## src/rtl/wf_ready_bits_table.sv

```systemverilog
// Per-wavefront ready-info table: two write ports and one clear port, with
// registered entry, valid, valid-count and out-of-range id outputs.
module wf_ready_bits_table #(
    parameter int INFO_LENGTH  = 8,
    parameter int WF_PER_CU    = 40,
    parameter int WF_ID_LENGTH = 6,
    parameter int MODE         = 0
) (
    input  logic                              clk,
    input  logic                              rst,
    input  logic                              wr0_en,
    input  logic [WF_ID_LENGTH-1:0]           wr0_addr,
    input  logic [INFO_LENGTH-1:0]            wr0_data,
    input  logic                              wr1_en,
    input  logic [WF_ID_LENGTH-1:0]           wr1_addr,
    input  logic [INFO_LENGTH-1:0]            wr1_data,
    input  logic                              clr_en,
    input  logic [WF_ID_LENGTH-1:0]           clr_addr,
    output logic [INFO_LENGTH*WF_PER_CU-1:0]  out,
    output logic [WF_PER_CU-1:0]              valid,
    output logic [WF_ID_LENGTH:0]             valid_cnt,
    output logic                              addr_err
);

    localparam int CNT_W = WF_ID_LENGTH + 1;

    logic [INFO_LENGTH*WF_PER_CU-1:0] entries_q, entries_d;
    logic [WF_PER_CU-1:0]             valid_q, valid_d;
    logic [CNT_W-1:0]                 validCnt_q, validCnt_d;
    logic                             addrErr_q, addrErr_d;

    logic wr0InRange, wr1InRange, clrInRange;
    logic wr0Ok, wr1Ok, clrOk;

    function automatic logic idInRange(input logic [WF_ID_LENGTH-1:0] id);
        return 32'(id) < 32'(WF_PER_CU);
    endfunction

    // Out-of-range ids are dropped here, so the entry logic only sees legal requests.
    always_comb begin
        wr0InRange = idInRange(wr0_addr);
        wr1InRange = idInRange(wr1_addr);
        clrInRange = idInRange(clr_addr);
        wr0Ok      = wr0_en && wr0InRange;
        wr1Ok      = wr1_en && wr1InRange;
        clrOk      = clr_en && clrInRange;
        addrErr_d  = (wr0_en && !wr0InRange) ||
                     (wr1_en && !wr1InRange) ||
                     (clr_en && !clrInRange);
    end

    always_comb begin
        logic                   hit0;
        logic                   hit1;
        logic                   clrHit;
        logic [INFO_LENGTH-1:0] wrData;
        logic [INFO_LENGTH-1:0] baseData;

        hit0      = 1'b0;
        hit1      = 1'b0;
        clrHit    = 1'b0;
        wrData    = '0;
        baseData  = '0;
        entries_d = entries_q;
        valid_d   = valid_q;

        for (int i = 0; i < WF_PER_CU; i++) begin
            hit0   = wr0Ok && (wr0_addr == WF_ID_LENGTH'(i));
            hit1   = wr1Ok && (wr1_addr == WF_ID_LENGTH'(i));
            clrHit = clrOk && (clr_addr == WF_ID_LENGTH'(i));
            // Masking with the hit keeps data from a disabled port (even X) out of the entry.
            wrData = ({INFO_LENGTH{hit0}} & wr0_data) |
                     ({INFO_LENGTH{hit1}} & wr1_data);
            // A same-cycle clear happens before the write, so accumulation starts from zero.
            baseData = clrHit ? '0 : entries_q[i*INFO_LENGTH +: INFO_LENGTH];

            if (hit0 || hit1) begin
                if (MODE == 1) begin
                    entries_d[i*INFO_LENGTH +: INFO_LENGTH] = baseData | wrData;
                end else begin
                    entries_d[i*INFO_LENGTH +: INFO_LENGTH] = wrData;
                end
                valid_d[i] = 1'b1;
            end else if (clrHit) begin
                entries_d[i*INFO_LENGTH +: INFO_LENGTH] = '0;
                valid_d[i] = 1'b0;
            end
        end
    end

    // Counting the next-state flags keeps valid_cnt in step with valid.
    always_comb begin
        validCnt_d = '0;
        for (int i = 0; i < WF_PER_CU; i++) begin
            validCnt_d = validCnt_d + CNT_W'(valid_d[i]);
        end
    end

    always_ff @(posedge clk) begin
        if (rst) begin
            entries_q  <= '0;
            valid_q    <= '0;
            validCnt_q <= '0;
            addrErr_q  <= 1'b0;
        end else begin
            entries_q  <= entries_d;
            valid_q    <= valid_d;
            validCnt_q <= validCnt_d;
            addrErr_q  <= addrErr_d;
        end
    end

    assign out       = entries_q;
    assign valid     = valid_q;
    assign valid_cnt = validCnt_q;
    assign addr_err  = addrErr_q;

endmodule

```

## config.mk

```make
export PLATFORM = sky130hd
export DESIGN_NAME = wf_ready_bits_table
export DESIGN_NICKNAME = d
export VERILOG_FILES = /design/src/rtl/wf_ready_bits_table.sv
export SDC_FILE = /design/constraint.sdc
export NUM_CORES = 1
export LEC_CHECK = 0
export CAP_MARGIN = 5
export CORE_MARGIN = 2
export CORE_UTILIZATION = 46
export CTS_CLUSTER_DIAMETER = 200
export DETAILED_ROUTE_END_ITERATION = 8
export PLACE_DENSITY_LB_ADDON = 0.25
export SYNTH_ARGS = -nofsm -noshare
export SYNTH_HDL_FRONTEND = slang
export SYNTH_SLANG_ARGS = --single-unit
```

## constraint.sdc

```tcl
create_clock -name clk -period 6.45 [get_ports clk]
set_clock_uncertainty 0.2 [all_clocks]
set_input_delay 0.645 -clock clk [delete_from_list [all_inputs] [get_ports clk]]
set_output_delay 0.645 -clock clk [all_outputs]
set_load 0.1 [all_outputs]
```

==> impl_metrics.csv <==
group,metric,value,unit
sta,slew_violations,0,
cts,cts-root-buf,"clkbuf_16",
cts,clk_latency,580,ps
worst_setup_path,worstPathRequired,6670,ps
synth,synthFlopType,"dfxtp_1",
sta,fin_tns_setup,0,ps
synth,ys_ff_latch,367,
worst_setup_path,end_kind,"flop",
worst_setup_path,r2r_cells,19,
hold_path,hold_end,"out[116]",
sta,setup_viol,0,
worst_setup_path,crit_fanout,6,
hold_path,min_from,"out[116]",
sta,worstMarginPinSlew,1320,ps
final_layout,area_growth,40.2,%
detailed_routing,vias,19400,
worst_setup_path,reg2reg_to,"valid_cnt[4]",
detailed_routing,drt_iter0_markers,2508,
detailed_routing,via_per_inst,6.59,
placed_design,portBuffers,405,
sta,relSlewSlack,11.7,%
power_and_ir_drop,combPwrFrac,14.6,%
power_and_ir_drop,power.internal,0.00381,W
power_and_ir_drop,power_density,214,nW/um^2
floorplanning,core_area,38500,um^2
power_and_ir_drop,p_leak,8.89,nW
final_layout,multi_input_comb_area,9680,um^2
detailed_routing,post_drt_wl_per_cell,26.5,um
power_and_ir_drop,vdd_drop_max,0.179,mV
floorplanning,initial_core_util,46.4,%
cts,cts_tree,"built",
synth,synth_edf_count,0,
sta,finalCritPeriodShare,97.7,%
final_layout,nFillCells,3156,
floorplanning,num_rows,72,
cts,cts_htree_levels,2,
synth,ys_warn_count,0,
placed_design,placed_cell_area,23300,um^2
synth,synth_area,17900,um^2
flow_run,maxCapViolCount,0,
synth,synth_fp_nets,2006,
global_route,grt_max_degree,108,
cts,numCtsBuffers,40,
hold_path,whs_path_depth,1,
detailed_routing,drt-total-wl,78000,um
cts,cts_sinks,367,
floorplanning,dieWidth,201,um
synth,synth.yosys.seq_area_share,41.1,%
worst_setup_path,critPathKind,"in -> reg",
run_status,status,"finished, final reports clean",
global_route,grt_overflow,0,
power_and_ir_drop,netSwitchingPower,0.00154,W
global_route,grtUsageTotal,36.2,%
floorplanning,die_area,40400,um^2
global_route,grt_pass1_wl,113000,um
final_layout,layout.nets,2477,
global_route,grt_antenna_before_repair,5,
synth,ys_types,73,
power_and_ir_drop,p_clk_share,42.3,%
global_route,grt_pass1_vias,18300,
worst_setup_path,r2r_start,"valid[19]",
worst_setup_path,arrival,6530,ps
sta,min_period,6300,ps
synth,synth_cells,1925,
placed_design,place_hpwl,53500,um
detailed_routing,first_pass_iters,9,
synth,syn_area_per_cell,9.28,um^2
sta,max_freq,0.159,GHz
worst_setup_path,rrSetupSlack,690,ps
final_layout,design_area,25100,um^2
floorplanning,io_pins,407,
synth,async_flop_share,0,%
placed_design,gp_congestion,0.960,
hold_path,hp-class,"reg -> reg",
final_layout,ff_latch_area,7350,um^2
floorplanning,die_h,201,um
final_layout,drive_above_1_share,18.8,%
detailed_routing,ant_nets,0,
sta,timing_hold_violations_final,0,
cts,path_clk_slew,60,ps
detailed_routing,drc_errors,0,
power_and_ir_drop,seq_power_share,43.1,%
power_and_ir_drop,switching_share,28.8,%
worst_setup_path,cp-start-kind,"primary input",
cts,clock_path_buffers,3,
-- Yosys cell counts, drive strengths merged, types with 8 or more instances --
cell     instances  area (um^2)
a22oi           96          777
inv             30          113
clkbuf         129          488
nor2b            8         50.1
nand4bb         10          113
a21boi           8         71.3
o21a             8         60.1
nor3b            9         72.6
nand2          107          402
a21oi          111          556
a221oi          12          225
o2bb2ai        120         1050
fa              31          621
nor3             9         45.0
and3            17          106
nand4b          19          166
nand3           88          440
o22ai          121          763
nand2b          10         65.1
or4bb           15          169
o22a            48          420
o21ai            9         45.0
a31oi           97          607
nor2           137          629
a32oi           96          841
dfxtp          367         7350
and2            30          188
ha              11          138
buf            101          588
-- power groups by stage --
stage                     Clock, W  Combinational (W)  Sequential (W)
after CTS                  0.00228           0.000742         0.00231
after global placement           0           0.000718         0.00236
final                      0.00227           0.000779         0.00231
after floorplan                  0           0.000296         0.00253
after global routing       0.00237           0.000805         0.00231
after detailed placement         0           0.000728         0.00236
-- worst max path at each step --
stage / from / endpoint / depth (start not counted)
after floorplan: wr0_addr[2] / valid_cnt[4] / 21
after global placement: clr_addr[3] / valid_cnt[4] / 25
after detailed placement: clr_en / valid_cnt[4] / 25
after CTS: clr_addr[1] / valid_cnt[4] / 23
after global routing: clr_addr[2] / valid_cnt[4] / 24
final: wr0_addr[1] / valid_cnt[4] / 20
-- sequential cells by signal, indices dropped and copies added (netlist names) --
| name | count |
|---|---|
| addr_err | 1 |
| out | 320 |
| valid | 40 |
| valid_cnt | 6 |
-- repair_timing --
item | 4_1_cts | 5_1_grt
gates cloned | 0 | 3
setup buffers | 10 | 16
gates resized for setup | 60 | 88
endpoints found under the hold margin | 0 | 0
setup endpoints to repair | 5 | 5
hold buffers | 0 | 0
pin swaps | 24 | 46
-- through the flow --
stage          setup slack (ps)  instances  hold WS, ps  total power (W)  utilization [%]
6_report                    147       2944          260          0.00535             65.1
2_1_floorplan              -180       1925          628          0.00282                -
5_1_grt                   -15.8       2942          276          0.00549             65.1
3_3_place_gp               -825       2847          243          0.00307             60.6
4_1_cts                    -131       2924          263          0.00532             64.3
3_5_place_dp               -928       2847          245          0.00308             60.6
-- cell families after synthesis --
group                      Yosys count  synth area share, %
AOI/OAI and AO/OA                  757                 32.0
and+or+nand+nor                    495                 15.8
DFF                                367                 41.1
buffers and inverters              260                 6.65
adders and majority gates           42                 4.24
xor gates and xnor gates             3                0.147
other                                1               0.0210
-- cells in the final DEF, fill, tap and decap left out, types with 9 or more instances in the layout --
master	n
nand3_1	88
nand4b_1	19
o22a_1	48
o2bb2ai_1	120
inv_1	27
o21ai_0	9
ha_1	10
fa_1	29
buf_6	9
a21oi_1	107
clkbuf_2	16
clkbuf_16	41
nor2_1	119
clkdlybuf4s50_1	383
nand2_2	12
a22oi_1	87
o22ai_1	120
and3_1	17
dfxtp_1	367
and2_1	29
nor2_4	12
a32oi_1	96
or4bb_1	15
nand2_1	93
a31oi_1	97
buf_4	240
-- worst max-delay path: stages --
cell	delay, ps
clkbuf_2	180
or4b_4	530
o22a_1	250
a21boi_4	150
fa_1	560
inv_2	40
fa_2	550
fa_1	460
fa_1	580
fa_1	440
fa_1	500
inv_1	50
fa_1	490
inv_2	50
ha_4	160
fa_2	330
a21o_1	190
a21oi_2	140
xor2_1	170
nor2_1	50
-- layout make-up --
class | instances | area share [%]
Tap cell | 518 | 2.59
Clock buffer | 53 | 4.43
Sequential cell | 367 | 29.3
Clock inverter | 14 | 0.589
Multi-Input combinational cell | 1298 | 38.6
Antenna cell | 5 | 0.0499
Inverter | 30 | 0.449
Timing Repair Buffer | 659 | 23.9
-- per-layer routing --
layer | GRT usage (%) | part of all wire (%) | vias to the layer above
met5 | 0 | 0.015 | -
met4 | 18.5 | 5.5 | 2
met3 | 8.88 | 11 | 276
met2 | 58.0 | 46 | 1465
met1 | 45.3 | 37 | 9289
li1 | - | - | 8357
(Power assumes the default switching activity.)
